[src/rtl/seq_match_pkg.sv]
// Shared state encodings and index-width helper for the sequence word matcher.
package seq_match_pkg;

  typedef enum logic {
    ST_IDLE   = 1'b0,
    ST_SEARCH = 1'b1
  } state_t;

  function automatic int unsigned idx_w(input int unsigned depth);
    return (depth > 1) ? $clog2(depth) : 1;
  endfunction

endpackage

[src/rtl/word_cmp.sv]
// Masked word equality: bits with mask=1 are excluded from the comparison.
module word_cmp #(
  parameter int unsigned WIDTH = 4
) (
  input  logic [WIDTH-1:0] a,
  input  logic [WIDTH-1:0] b,
  input  logic [WIDTH-1:0] mask,
  output logic             eq
);

  assign eq = (((a ^ b) & ~mask) == '0);

endmodule

[src/rtl/seq_word_match.sv]
// Programmable DEPTH-word sequence detector with saturating hit counter.
// Optional per-bit don't-care masks are enabled by defining SEQ_WORD_MATCH_MASK_EN.
module seq_word_match
  import seq_match_pkg::*;
#(
  parameter int unsigned WIDTH = 4,
  parameter int unsigned DEPTH = 3,
  parameter int unsigned CNT_W = 8
) (
  input  logic                     clk,
  input  logic                     rst,
  input  logic                     arm,
  input  logic                     cfg_we,
  input  logic [idx_w(DEPTH)-1:0]  cfg_idx,
  input  logic [WIDTH-1:0]         cfg_data,
`ifdef SEQ_WORD_MATCH_MASK_EN
  input  logic [WIDTH-1:0]         cfg_mask,
`endif
  input  logic                     in_valid,
  input  logic [WIDTH-1:0]         in_data,
  output logic                     flag,
  output logic                     busy,
  output logic [idx_w(DEPTH)-1:0]  progress,
  output logic [CNT_W-1:0]         match_cnt
);

  localparam int unsigned IDXW = idx_w(DEPTH);

  state_t             state, state_n;
  logic [IDXW-1:0]    progress_n;
  logic               flag_n;
  logic [CNT_W-1:0]   cnt_n;
  logic [WIDTH-1:0]   pattern [DEPTH];
  logic [WIDTH-1:0]   cur_mask, first_mask;
  logic               hit_cur, hit_first;
  logic               cfg_ok;

`ifdef SEQ_WORD_MATCH_MASK_EN
  logic [WIDTH-1:0]   mask [DEPTH];
  assign cur_mask   = mask[progress];
  assign first_mask = mask[0];
`else
  assign cur_mask   = '0;
  assign first_mask = '0;
`endif

  word_cmp #(.WIDTH(WIDTH)) u_cmp_cur (
    .a    (in_data),
    .b    (pattern[progress]),
    .mask (cur_mask),
    .eq   (hit_cur)
  );

  word_cmp #(.WIDTH(WIDTH)) u_cmp_first (
    .a    (in_data),
    .b    (pattern[0]),
    .mask (first_mask),
    .eq   (hit_first)
  );

  assign busy   = (state == ST_SEARCH);
  assign cfg_ok = (state == ST_IDLE) && cfg_we && (32'(cfg_idx) < DEPTH);

  always_comb begin
    state_n    = state;
    progress_n = progress;
    flag_n     = 1'b0;
    cnt_n      = match_cnt;
    unique case (state)
      ST_IDLE: begin
        if (arm) begin
          state_n    = ST_SEARCH;
          progress_n = '0;
          cnt_n      = '0;
        end
      end
      ST_SEARCH: begin
        // Disarm takes priority over a coincident final-word hit.
        if (!arm) begin
          state_n    = ST_IDLE;
          progress_n = '0;
        end else if (in_valid) begin
          if (hit_cur) begin
            if (progress == IDXW'(DEPTH - 1)) begin
              flag_n     = 1'b1;
              progress_n = '0;
              if (match_cnt != '1) cnt_n = match_cnt + CNT_W'(1);
            end else begin
              progress_n = progress + IDXW'(1);
            end
          end else begin
            progress_n = hit_first ? IDXW'(1) : '0;
          end
        end
      end
      default: state_n = ST_IDLE;
    endcase
  end

  always_ff @(posedge clk or posedge rst) begin
    if (rst) begin
      state     <= ST_IDLE;
      progress  <= '0;
      flag      <= 1'b0;
      match_cnt <= '0;
      for (int unsigned i = 0; i < DEPTH; i++) begin
        pattern[i] <= '0;
`ifdef SEQ_WORD_MATCH_MASK_EN
        mask[i]    <= '0;
`endif
      end
    end else begin
      state     <= state_n;
      progress  <= progress_n;
      flag      <= flag_n;
      match_cnt <= cnt_n;
      if (cfg_ok) begin
        pattern[cfg_idx] <= cfg_data;
`ifdef SEQ_WORD_MATCH_MASK_EN
        mask[cfg_idx]    <= cfg_mask;
`endif
      end
    end
  end

endmodule
[config.mk]
export PLATFORM = sky130hd
export DESIGN_NAME = seq_word_match
export DESIGN_NICKNAME = d
export VERILOG_FILES = /design/src/rtl/seq_match_pkg.sv /design/src/rtl/word_cmp.sv /design/src/rtl/seq_word_match.sv
export SDC_FILE = /design/constraint.sdc
export NUM_CORES = 1
export LEC_CHECK = 0
export BUFFER_PORTS_ARGS = -buffer_cell sky130_fd_sc_hd__buf_2
export CORE_MARGIN = 2
export CORE_UTILIZATION = 25
export CTS_CLUSTER_SIZE = 28
export DETAILED_ROUTE_END_ITERATION = 10
export SYNTH_ARGS = -nofsm -noshare
export SYNTH_HDL_FRONTEND = slang
export SYNTH_SLANG_ARGS = --single-unit
[constraint.sdc]
create_clock -name clk -period 2.14 [get_ports clk]
set_input_delay 0.214 -clock clk [delete_from_list [all_inputs] [get_ports clk]]
set_output_delay 0.214 -clock clk [all_outputs]
set_load 0.03 [all_outputs]
# Word-level counts from Yosys, hierarchy flattened
# Index checks and enable logic that the tools add are counted.
[word_totals]
regBits = 24
wordCells = 60
input_bits = 15
mem_bits_rw = 0
romBits = 0
latch_bits = 0
n_memories = 0
[classes]
div_mod_pow = 0
n_bitwise = 5
eq_ne = 9
n_addsub = 2
n_mux = 26
reduce_logical = 7
multipliers = 0
shift = 0
order_cmp = 4
[ops]
columns = ["op", "count"]
rows = [
  ["8-bit two-way mux", 6],
  ["8-bit case mux with 2 select lines", 1],
  ["12-bit bitwise mux", 1],
  ["4-bit two-way mux", 3],
  ["2-bit two-way mux", 5],
  ["8-bit by 1-bit adder with 8-bit output, second input constant", 1],
  ["4-bit binary-select mux with 2-bit select", 1],
  ["4-bit demux with 2-bit select", 1],
  ["4-bit logical NOT", 2],
  ["8-bit != test, second input constant", 1],
  ["4-bit bitwise XOR", 2],
  ["1-bit two-way mux", 7],
  ["3-bit greater-or-equal comparator, second input constant", 2],
  ["2-bit by 1-bit != test with 1-bit output, second input constant", 3],
  ["2-bit != test, second input constant", 3],
  ["2-bit NOT with 3-bit output", 2],
  ["6-bit AND reduction", 1],
  ["2-bit case mux with 2 select lines", 1],
  ["1-bit logical AND", 3],
  ["3-bit by 1-bit < comparator with 1-bit output, second input constant", 1],
  ["3-bit != test, second input constant", 1],
  ["2-bit by 1-bit adder with 2-bit output, second input constant", 1],
  ["2-bit == test, second input constant", 1],
  ["2-bit < comparator, second input constant", 1],
  ["2 further kinds", 2],
]

# Depth between registers and ports, before layout
[logic_depth]
word_depth = 10
ltp_mapped = 8
mapped_depth_nobuf = 7

# By module
# A second synthesis with hierarchy kept.
[hier_totals]
hier_cells = 126
hier_area_um2 = 1352.5
[by_module_without_submodules]
columns = ["mod", "area_per_inst_um2", "cells_per_inst", "seq_area_each_um2", "n_inst"]
rows = [
  ["seq_word_match", 1249.9, 112, 600.6, 1],
  ["word_cmp", 51.3, 7, 0.0, 2],
]

# Least setup slack after synthesis
# No wires, ideal clock.
[synth_timing]
kind = "flip-flop to flip-flop"
start = "register match_cnt[0]"
end = "register match_cnt[7]"
t_required_ps = 2071
path_stages_with_launch = 8
slack_ps = 5
arrival_ps = 2065
path_buffers = 0
cell_sequence = "dfrtp_1 ha_1 nand3_1 nor2_1 and3_1 or3_1 or4_1 nand3_1"
[synth_via]
elab_chain_cells = 7
elab_cells_between_ends = 10
cone_classes = "1 x add/sub; 2 x eq/ne; 6 x mux; 1 x reduce/logical"
[synth_lines]
columns = ["item", "line_no", "text"]
rows = [
  ["start: declaration", "seq_word_match.sv:24", "output logic [CNT_W-1:0] match_cnt"],
  ["start signal: assignment", "seq_word_match.sv:116", "match_cnt <= cnt_n;"],
  ["8-bit by 1-bit adder with 8-bit output", "seq_word_match.sv:87", "if (match_cnt != '1) cnt_n = match_cnt + CNT_W'(1);"],
  ["8-bit two-way mux", "seq_word_match.sv:87", ""],
  ["8-bit two-way mux", "seq_word_match.sv:84", "if (progress == IDXW'(DEPTH - 1)) begin"],
  ["8-bit two-way mux", "seq_word_match.sv:83", "if (hit_cur) begin"],
  ["8-bit two-way mux", "seq_word_match.sv:82", "end else if (in_valid) begin"],
  ["8-bit two-way mux", "seq_word_match.sv:79", "if (!arm) begin"],
  ["8-bit case mux with 2 select lines", "seq_word_match.sv:69", "unique case (state)"],
]
# Several ways; a longest one is shown, not always the timed one. The select of a mux whose other input is x is not followed.
# A chain may end at the register's enable or synchronous reset.

# Worst setup path in the final report
# Ends and elaborated chain as after synthesis.

==> implementation parameters <==
Parameter                              Value

Global routing
  Global-route wire length before repair ... approximately 5.5 mm
  Congestion Overflow GR ... 0
  Maximum number of pins on one net before global-route repair ... 25
  Vias in the first global route ... about 1,200
  Global-route total usage across every layer ... approximately 11%
  Initial antenna violation count ... 0

Yosys
  Synthesized netlist cell count ... 131
  Async SR Flop Fraction ... between 90% and 100%
  Portion of synthesized cell area occupied by the leading cell type ... a little over two fifths
  Portion of the post-synthesis area used by sequential elements ... between 40% and 50%
  Largest area contributor in the synthesized netlist ... dfrtp_1
  Synthesized Nets ... 147
  Leading post-synthesis cells by cell area ... dfrtp_1, mux2_2, mux2i_1
  Flip-flop and latch count after synthesis ... 24
  Library cells used by synthesis ... 40
  Warnings from Yosys ... 0
  Dominant register cell in the synthesized netlist ... dfrtp_1
  Number of synthesized flops with an enable pin ... 0
  Cell area after synthesis ... 1370 sq um
  Mean area per synthesized cell ... between 10 and 15 sq um

Clocking
  Clock tree from TritonCTS ... yes
  Max H-tree Level ... 1
  Clock tree root buffer cell ... clkbuf_8
  Maximum clock path buffer count ... 2
  Total CTS buffers ... 3
  Clock slew at the register clock pins of the worst setup and hold paths ... 0.10 ns
  Insertion delay of the later-clocked pin in the worst-skew pair ... 0.28 ns
  Total number of clock tree sinks ... 24

Job
  Max-capacitance violation count ... 0

Worst setup path
  Peak fanout along the critical path ... 4
  Largest stage delay, worst path ... between 0.4 and 0.5 ns
  Critical-path top delay cell ... or4_1
  Worst R2R Path Depth ... 7
  Critical path type ... register to register
  Register-to-register path setup slack ... about 0.11 ns
  Required time of the critical path ... approximately 2.4 ns
  CP Launch Point ... match_cnt[0]
  Worst-path cell chain ... ha_1 -> nand3_2 -> nor2_1 -> and3_4 -> or3_4 -> or4_1 -> nand3_1
  Critical path data arrival time ... around 2.3 ns
  Timing endpoint of the critical path ... match_cnt[7]
  Crit end category ... register
  Type of origin of the critical path ... register
  Beginning of the worst register-to-register path ... match_cnt[0]
  Capture instance of the worst register-to-register path ... match_cnt[7]

Hold path
  Class of the tightest hold or removal check ... input pin to register

Route
  Total Routed Length ... approximately 3.3 mm
  Drt first-iter violations ... between 50 and 60
  Via density per instance ... ~4.8
  Routed wirelength normalized by instance count ... approximately 14 um
  Vias after detailed routing ... roughly 1,200
  Count of unresolved DRC violations after routing ... 0
  Length of the first detailed-routing pass in iterations ... 4
  Routed Antenna Nets ... 0

Final layout
  Sequential cell area ... between 600 and 700 sq um
  Final net count ... roughly 190
  Highest-count cells in the layout ignoring fill and taps ... buf_2, dfrtp_1, mux2_2, buf_4, nand2_1
  Antenna diodes ... 0
  Area grow syn2layout ... 31.0%
  Post-route core utilization ... between 30% and 40%
  Fill count ... 546
  Finished layout cell area ... about 1800 sq um
  Commonest non-fill, non-tap cell in the layout ... buf_2
  Area of the multi-input gates ... between 700 and 800 sq um
  Number of non-filler instances in the completed layout ... 241
  Layout cells sized above 1 ... between 30% and 40%

Power
  Overall power ... approximately 1.2 mW
  Leak Pwr ... between 0.7 and 0.8 nW
  Part of the total power dissipated in the clock network ... between 30% and 40%
  Switching power share of the total ... a little over a quarter
  Switching power of the nets ... approximately 0.34 mW
  IR drop worst, VDD ... around 600 uV
  Internal power component ... roughly 0.9 mW
  Combinational share of power ... between 20 and 25%
  Power per Cell Area ... about 700 nW/um^2
  Sequential fraction of design power ... between 40% and 50%

STA
  Actual slew at the worst max-slew pin ... 0.361 ns
  Tightest slew margin relative to the limit ... 75.7%
  Shortest clock period the worst path allows after layout ... 2.03 ns
  Worst Skew ... around 0.014 ns
  Hold violation total from the final report ... 0
  Share of the clock period used by the worst path after layout ... 95.1%
  RSZ-0062 raised after global routing ... true
  Final number of setup-violating endpoints ... 0
  Number of pins with negative max-slew slack in the final report ... 0
  Fmax ... 492 MHz
  PnR worst setup slack ... 0.106 ns

Floorplan
  Height of the die ... between 70 and 80 um
  Die span in x ... roughly 78 um
  Area of the core region ... ~5200 sq um
  Number of placed I/O pins ... 27
  Die outline area ... a little over 6000 sq um
  # rows ... 26
  Starting Density ... 26.2%

Place
  Instance area after placement ... between 1500 and 2000 sq um
  IO Port Bufs ... 26
  Final RePlAce weighted congestion ... slightly above 0.8
  Pre-CTS WS ... ~0.015 ns
  DP HPWL ... 2.21 mm
  Placed instance count ... around 230

Status
  Status ... completed
[layout make-up]
class,instances,share of cell area (%)
sequential,24,33.7
timing repair buffer,42,14.4
multi-input combinational,95,41.7
inverter,6,1.26
tap,70,4.90
clock buffer,3,2.31
clock inverter,1,1.68
[cells by family (layout without fill, tap and decap cells)]
| group | after synthesis | after routing | share of synthesized area [%] |
|---|---|---|---|
| compound gates | 22 | 22 | 11.4 |
| xor+xnor | 8 | 8 | 5.13 |
| fa+ha+maj | 1 | 1 | 0.916 |
| buf+inv | 12 | 52 | 4.21 |
| flops | 24 | 24 | 44.0 |
| mux | 17 | 17 | 13.6 |
| simple gates | 47 | 47 | 20.9 |
[synthesized netlist by cell type (all sizes together) (3+ instances only)]
library cell / number
inv: 6
o21ai: 8
nand2b: 6
o311ai: 3
o211ai: 5
dfrtp: 24
nand3b: 6
nand2: 9
or3: 4
nor3: 3
buf: 3
clkbuf: 3
xnor2: 4
mux2: 12
nand3: 4
xor2: 4
mux2i: 5
[routing by layer]
layer / share of wire, % / up-vias / global-route usage, % / wire length, um
met3: 4.4 / 4 / 3.14 / 146
met4: 0.85 / 0 / 1.58 / 28
met1: 51 / 567 / 15.4 / 1670
met2: 44 / 29 / 17.2 / 1460
met5: 0 / - / 0 / 0
li1: - / 561 / - / -
[through the flow]
stage | hold slack (ns) | TNS, ns
3_3_place_gp | 0.277 | 0
3_5_place_dp | 0.283 | 0
5_1_grt | 0.186 | -0.00223
2_1_floorplan | 0.229 | 0
4_1_cts | 0.180 | 0
6_report | 0.191 | 0
[how the worst min path moves through the flow]
stage	startpoint	endpoint	depth (start not counted)
4_1_cts	arm	busy	1
2_1_floorplan	rst	busy	1
5_1_grt	arm	busy	1
6_report	arm	busy	1
3_3_place_gp	rst	match_cnt[2]	3
3_5_place_dp	rst	match_cnt[2]	3
[power by group through the flow]
| stage | clock (mW) | combinational [mW] | sequential [mW] |
|---|---|---|---|
| 3_5_place_dp | 0 | 0.239 | 0.567 |
| 5_1_grt | 0.437 | 0.296 | 0.560 |
| 6_report | 0.410 | 0.269 | 0.554 |
| 3_3_place_gp | 0 | 0.232 | 0.568 |
| 2_1_floorplan | 0 | 0.162 | 0.569 |
| 4_1_cts | 0.418 | 0.251 | 0.556 |
[registers in the layout, indices dropped and copies added, names as in the netlist]
register   cells
flag           1
pattern       12
match_cnt      8
progress       2
busy           1
[worst max-delay path: cells and delay by family (launching register included)]
family        cells  cell delay, ns
fa+ha+maj         1            0.23
flops             1            0.40
simple gates      6            1.33
[what timing repair did]
item                                   CTS  global route
gates resized for setup                  1            11
pin swaps                                0             8
buffers inserted                         1             4
setup endpoints to repair                2             9
hold buffers                             1             0
endpoints found under the hold margin   24             0
Power figures use the tool's default switching activity.
